===== src/rtl/memory_writeback_stage.sv =====
// EX/MEM consumer: runs loads/stores against a req/ack data memory, stalls upstream
// while an access is outstanding, and captures one MEM/WB record per instruction.
module memory_writeback_stage #(
  parameter int DATA_W = 16,
  parameter int REG_W  = 4
) (
  input  logic              clk,
  input  logic              rst,
  input  logic              hlt_xm,
  input  logic              mem_read_xm,
  input  logic              mem_write_xm,
  input  logic              mem_to_reg_xm,
  input  logic              reg_write_xm,
  input  logic              pcs_xm,
  input  logic [REG_W-1:0]  write_reg_xm,
  input  logic [3:0]        opcode_xm,
  input  logic [DATA_W-1:0] next_pc_xm,
  input  logic [DATA_W-1:0] reg2_xm,
  input  logic [DATA_W-1:0] alu_out_xm,
  output logic              stall_xm,
  output logic              dmem_req,
  output logic              dmem_we,
  output logic [DATA_W-1:0] dmem_addr,
  output logic [DATA_W-1:0] dmem_wdata,
  input  logic [DATA_W-1:0] dmem_rdata,
  input  logic              dmem_ack,
  output logic              hlt_mw,
  output logic              reg_write_mw,
  output logic              mem_to_reg_mw,
  output logic              pcs_mw,
  output logic [REG_W-1:0]  write_reg_mw,
  output logic [3:0]        opcode_mw,
  output logic [DATA_W-1:0] mem_data_mw,
  output logic [DATA_W-1:0] wb_data_mw
);

  typedef enum logic {IDLE, ACCESS} state_t;

  typedef struct packed {
    logic              hlt;
    logic              reg_write;
    logic              mem_to_reg;
    logic              pcs;
    logic [REG_W-1:0]  write_reg;
    logic [3:0]        opcode;
    logic [DATA_W-1:0] mem_data;
    logic [DATA_W-1:0] wb_data;
  } mw_t;

  state_t            state_q, state_d;
  logic              req_q, req_d, we_q, we_d;
  logic [DATA_W-1:0] addr_q, addr_d, wdata_q, wdata_d;
  mw_t               mw_q, mw_d;
  logic              memop;

  always_comb begin
    state_d  = state_q;
    req_d    = req_q;
    we_d     = we_q;
    addr_d   = addr_q;
    wdata_d  = wdata_q;
    mw_d     = '0;
    stall_xm = 1'b0;
    memop    = mem_read_xm | mem_write_xm;

    unique case (state_q)
      IDLE: begin
        if (memop) begin
          stall_xm = 1'b1;
          state_d  = ACCESS;
          req_d    = 1'b1;
          we_d     = mem_write_xm;
          addr_d   = alu_out_xm;
          wdata_d  = reg2_xm;
        end
      end
      ACCESS: begin
        if (dmem_ack) begin
          req_d   = 1'b0;
          state_d = IDLE;
        end else begin
          stall_xm = 1'b1;
        end
      end
      default: state_d = IDLE;
    endcase

    // A stalled cycle leaves mw_d as an all-zero bubble.
    if (!stall_xm) begin
      mw_d.hlt        = hlt_xm;
      mw_d.reg_write  = reg_write_xm;
      mw_d.mem_to_reg = mem_to_reg_xm;
      mw_d.pcs        = pcs_xm;
      mw_d.write_reg  = write_reg_xm;
      mw_d.opcode     = opcode_xm;
      // Read-and-write was issued as a write, so the latched we decides.
      mw_d.mem_data   = (state_q == ACCESS && !we_q) ? dmem_rdata : '0;
      mw_d.wb_data    = pcs_xm ? next_pc_xm : (mem_to_reg_xm ? mw_d.mem_data : alu_out_xm);
    end
  end

  always_ff @(posedge clk) begin
    if (!rst) begin
      state_q <= IDLE;
      req_q   <= 1'b0;
      we_q    <= 1'b0;
      addr_q  <= '0;
      wdata_q <= '0;
      mw_q    <= '0;
    end else begin
      state_q <= state_d;
      req_q   <= req_d;
      we_q    <= we_d;
      addr_q  <= addr_d;
      wdata_q <= wdata_d;
      mw_q    <= mw_d;
    end
  end

  assign dmem_req      = req_q;
  assign dmem_we       = we_q;
  assign dmem_addr     = addr_q;
  assign dmem_wdata    = wdata_q;
  assign hlt_mw        = mw_q.hlt;
  assign reg_write_mw  = mw_q.reg_write;
  assign mem_to_reg_mw = mw_q.mem_to_reg;
  assign pcs_mw        = mw_q.pcs;
  assign write_reg_mw  = mw_q.write_reg;
  assign opcode_mw     = mw_q.opcode;
  assign mem_data_mw   = mw_q.mem_data;
  assign wb_data_mw    = mw_q.wb_data;

endmodule

===== config.mk =====
export PLATFORM = sky130hd
export DESIGN_NAME = memory_writeback_stage
export DESIGN_NICKNAME = d
export VERILOG_FILES = /design/src/rtl/memory_writeback_stage.sv
export SDC_FILE = /design/constraint.sdc
export NUM_CORES = 1
export LEC_CHECK = 0
export CORE_ASPECT_RATIO = 0.75
export CORE_MARGIN = 5
export CORE_UTILIZATION = 39
export DETAILED_ROUTE_END_ITERATION = 10
export GPL_ROUTABILITY_DRIVEN = 0
export MAX_ROUTING_LAYER = met4
export PLACE_DENSITY_LB_ADDON = 0.25
export SLEW_MARGIN = 20
export SYNTH_ARGS = -nofsm -noshare
export SYNTH_HDL_FRONTEND = slang
export SYNTH_SLANG_ARGS = --single-unit
export TNS_END_PERCENT = 5

===== constraint.sdc =====
create_clock -name clk -period 2 [get_ports clk]
set_input_delay 0.5 -clock clk [delete_from_list [all_inputs] [get_ports clk]]
set_output_delay 0.5 -clock clk [all_outputs]
set_load 0.02 [all_outputs]

# [Word level (Yosys, flattened, before mapping)]
# Cells that the tools add are included.
# Widths: inputs -> output; s select.
[word_totals] ff_bits=79 in_bits=81 output_inout_bits=79
[classes] n_eq_ne=2 mux=9 n_bitwise=3 reduce_logical=5
[op_table] operator="$mux 16" n=3
[op_table] operator="$mux 1" n=4
[op_table] operator="$ne 2x2->1 const B" n=2
[op_table] operator="$pmux 1 s2" n=2
[op_table] operator="$reduce_and 2->1" n=2
[op_table] operator="$not 1->1" n=2
[op_table] operator="$reduce_or 2->1" n=1
[op_table] operator="$logic_and 1x1->1" n=1
[op_table] operator="$logic_not 1->1" n=1
[op_table] operator="$or 1x1->1" n=1

# [Depth between registers and ports, before layout]
[logic_depth] depth_word=5 mapped_depth=5

# [Worst setup path before layout]
# No wires, ideal clock.
[synth_path] path_kind="in2out" from="in dmem_ack" to="out stall_xm" t_arrival_ns=0.995 required_ns=1.500 slack_ns=0.505 cell_stages=2 n_path_buf=0 cell_sequence="and2_1 > nor2_1"
[synth_between] elab_chain_cells=2
[synth_lines] element="start, declared" line_no="26" source="input logic dmem_ack,"
[synth_lines] element="$mux 1" line_no="78" source="if (dmem_ack) begin"
[synth_lines] element="$pmux 1 s2" line_no="66" source="unique case (state_q)"
[synth_lines] element="end, declared" line_no="20" source="output logic stall_xm,"
# No other way between the ends.

# [Worst setup path in the final report]
[layout_path] from="in mem_read_xm" to="out stall_xm"
[layout_between] elab_chain_cells=3
[layout_lines] element="start, declared" line_no="10" source="input logic mem_read_xm,"
[layout_lines] element="$or 1x1->1" line_no="64" source="memop = mem_read_xm | mem_write_xm;"
[layout_lines] element="$mux 1" line_no="68" source="if (memop) begin"
[layout_lines] element="$pmux 1 s2" line_no="66"
# No other way between the ends.

==> results_dict.tcl <==
set metrics [dict create \
    status "complete, no violations" \
    rows 27 \
    dp_hpwl_um 6550 \
    fillers 614 \
    mappedNetlistNets 368 \
    async_flop_share_pct 0 \
    clockBufferDepth 2 \
    synth_top_flop_cell "dfxtp_1" \
    slew_headroom_pct 79.5 \
    yosys.area.top_type "dfxtp_1" \
    synthesis.area_um2 2890 \
    fin_crit_ps 1900 \
    slowest_stage "clkdlybuf4s50_1" \
    ys_types 25 \
    antenna_found_initial 0 \
    cts_tree "done" \
    crit_type "in -> out" \
    hold_end "dmem_addr[14]" \
    drive_above_1_share_pct 13.2 \
    nets 538 \
    rsz0062_at_grt "false" \
    r2r-end "wb_data_mw[5]" \
    grt_util_met1_pct 23.0 \
    cts_setup_buffers 0 \
    area_growth_pct 69.1 \
    hp-start "dmem_addr[14]" \
    syn-mean-instance-area_um2 10.1 \
    cpPeakStageDelay_ps 440 \
    grt.busiest_layer "met2" \
    overflow 0 \
    first_pass_iters 4 \
    grt_max_degree 34 \
    cts_hold_buffers 0 \
    tightest_slew_ps 308 \
    first_iter_violations 62 \
    io_buffers 159 \
    die_w_um 109 \
    core-area_um2 7300 \
    yosysSeqAreaShare_pct 54.7 \
    maxCapViolations 0 \
    synthCells 287 \
    cp-end-kind "primary output" \
    io_pins 160 \
    mostFrequentLayoutCells "157 x clkdlybuf4s50_1, 79 x dfxtp_1, 65 x nand2_1" \
    cts-root-buf "clkbuf_8" \
    die_y_um 84.6 \
    cts_buffers 9 \
    ys_ff_latch 79 \
    cp_max_fo 2 \
    met2_usage_pct 29.0 \
    crit_arrival_ps 1400 \
    initial_core_util_pct 39.6 \
    grt_pass1_vias 2619 \
    clk_pin_slew_ps 80 \
    met3_usage_pct 7.84 \
    hold-worst-slack_ps 450 \
    irDropWorstVdd_mv 0.576 \
    track_usage_pct 18.8 \
    setup_viol 0 \
    clock_latency_ps 340 \
    skew_ps 3.48 \
    crit_chain "clkdlybuf4s50_1, nor3_2, nor2_1, buf_2" \
    crit_required_ps 1500 \
    synth_top_area_share_pct 54.7 \
    hold_viol 0 \
    fin_util_pct 67.0 \
    vias_per_cell 4.59 \
    cts.sinks 79 \
    synthTopCellsByArea "dfxtp_1 55%, nand2_1 8.4%, and2_1 6.3%" \
    pwr_density_cell_nw_per_um2 751 \
    r2r_start "dmem_we" \
    hold_path.class "reg -> reg" \
    start_kind "primary input" \
    drc 0 \
    total_power_mw 3.67 \
    reg2regPathDepth 4 \
    cts_max_level 3 \
    rrSetupSlack_ps 670 \
    postRouteAntennaNets 0 \
    wl_per_cell_um 15.0 \
    synth_warnings 0 \
    dieArea_um2 9260 \
    fin_crit_sh_pct 94.9 \
    hold_path_depth 2 \
    routed-via-count 2586 \
    layout_commonest_cell "clkdlybuf4s50_1" \
    grt_pass1_wl_um 13100 \
    n_antenna_cell 0 \
    p_leak_nw 1.87 \
    drv_slew 0 \
    max_freq_mhz 527 \
    synth-edff-count 0 \
    drt_wl_total_um 8460 \
]
[critical path, delay by kind of cell]
family,cells,cell delay (ps)
buf+inv,2,600
simple gates,2,300
[metal layers]
metal  share of wire (%)  routed length, um  vias up
li1                    -                  -     1299
met1                  44               3700     1175
met2                  46               3900      103
met3                 9.5                801        9
met4                0.71                 60        0
met5                   0                  0        -
[per-stage QoR]
stage / worst slack, ps / instance area (um2) / std cells / TNS [ps]
after global placement: -334 / 4680 / 547 / -334
after global routing: 61.2 / 4890 / 563 / 0
final: 102 / 4890 / 563 / 0
after CTS: 0.699 / 4890 / 563 / 0
after floorplan: 505 / 2890 / 287 / 0
after detailed placement: -345 / 4680 / 547 / -345
[state kept, by name (all words and copies together), names as in the netlist]
name           count
dmem_addr         16
dmem_wdata        16
mem_data_mw       16
wb_data_mw        16
opcode_mw          4
write_reg_mw       4
dmem_req           1
dmem_we            1
hlt_mw             1
mem_to_reg_mw      1
pcs_mw             1
reg_write_mw       1
state_q            1
[worst max-delay path by stage]
| stage | depth (start not counted) | start | slack (ps) | to |
|---|---|---|---|---|
| floorplan | 2 | dmem_ack | 510 | stall_xm |
| global placement | 4 | dmem_ack | -330 | stall_xm |
| detailed placement | 4 | dmem_ack | -340 | stall_xm |
| CTS | 4 | dmem_ack | 0.7 | stall_xm |
| global route | 4 | mem_read_xm | 60 | stall_xm |
| finish | 4 | mem_read_xm | 100 | stall_xm |
[area by class of cell]
class	instances	area [um2]	share of cell area, %
timing repair buffer	179	1760	36.1
sequential	79	1580	32.3
inverter	1	3.75	0.0767
tap	101	126	2.58
clock buffer	10	128	2.61
multi-input combinational	187	1200	24.6
clock inverter	6	85.1	1.74
[cell usage after synthesis, types with 6 or more instances]
cell type and count:
nor2b_1 18, a221oi_2 10, a221oi_1 6, buf_2 8, clkbuf_1 6, a21boi_1 12
nand2_1 65, a21boi_0 20, and2_1 29, dfxtp_1 79, nor3_1 6, nor3_2 11
[repair_timing]
| item | CTS | global route |
|---|---|---|
| pin swaps | 0 | 1 |
| endpoints found under the setup margin | 1 | 2 |
| gates resized for setup | 3 | 2 |
| cloned | 0 | 0 |
[logic make-up (layout without fill, tap and decap cells)]
family | count (synthesis) | after routing | synth area share [%]
AND/OR/NAND/NOR | 133 | 133 | 24.4
flip-flops | 79 | 79 | 54.7
AO/OA/AOI/OAI | 53 | 53 | 16.7
buffers and inverters | 21 | 196 | 3.89
multiplexers | 1 | 1 | 0.346
[power breakdown]
part	total [mW]	switching (mW)	leakage, nW	internal [mW]
registers	1.69	0.0343	0.647	1.65
logic	0.728	0.334	1.12	0.394
clock network	1.26	0.559	0.102	0.699
Note: power is estimated with default switching activity, not from simulation.
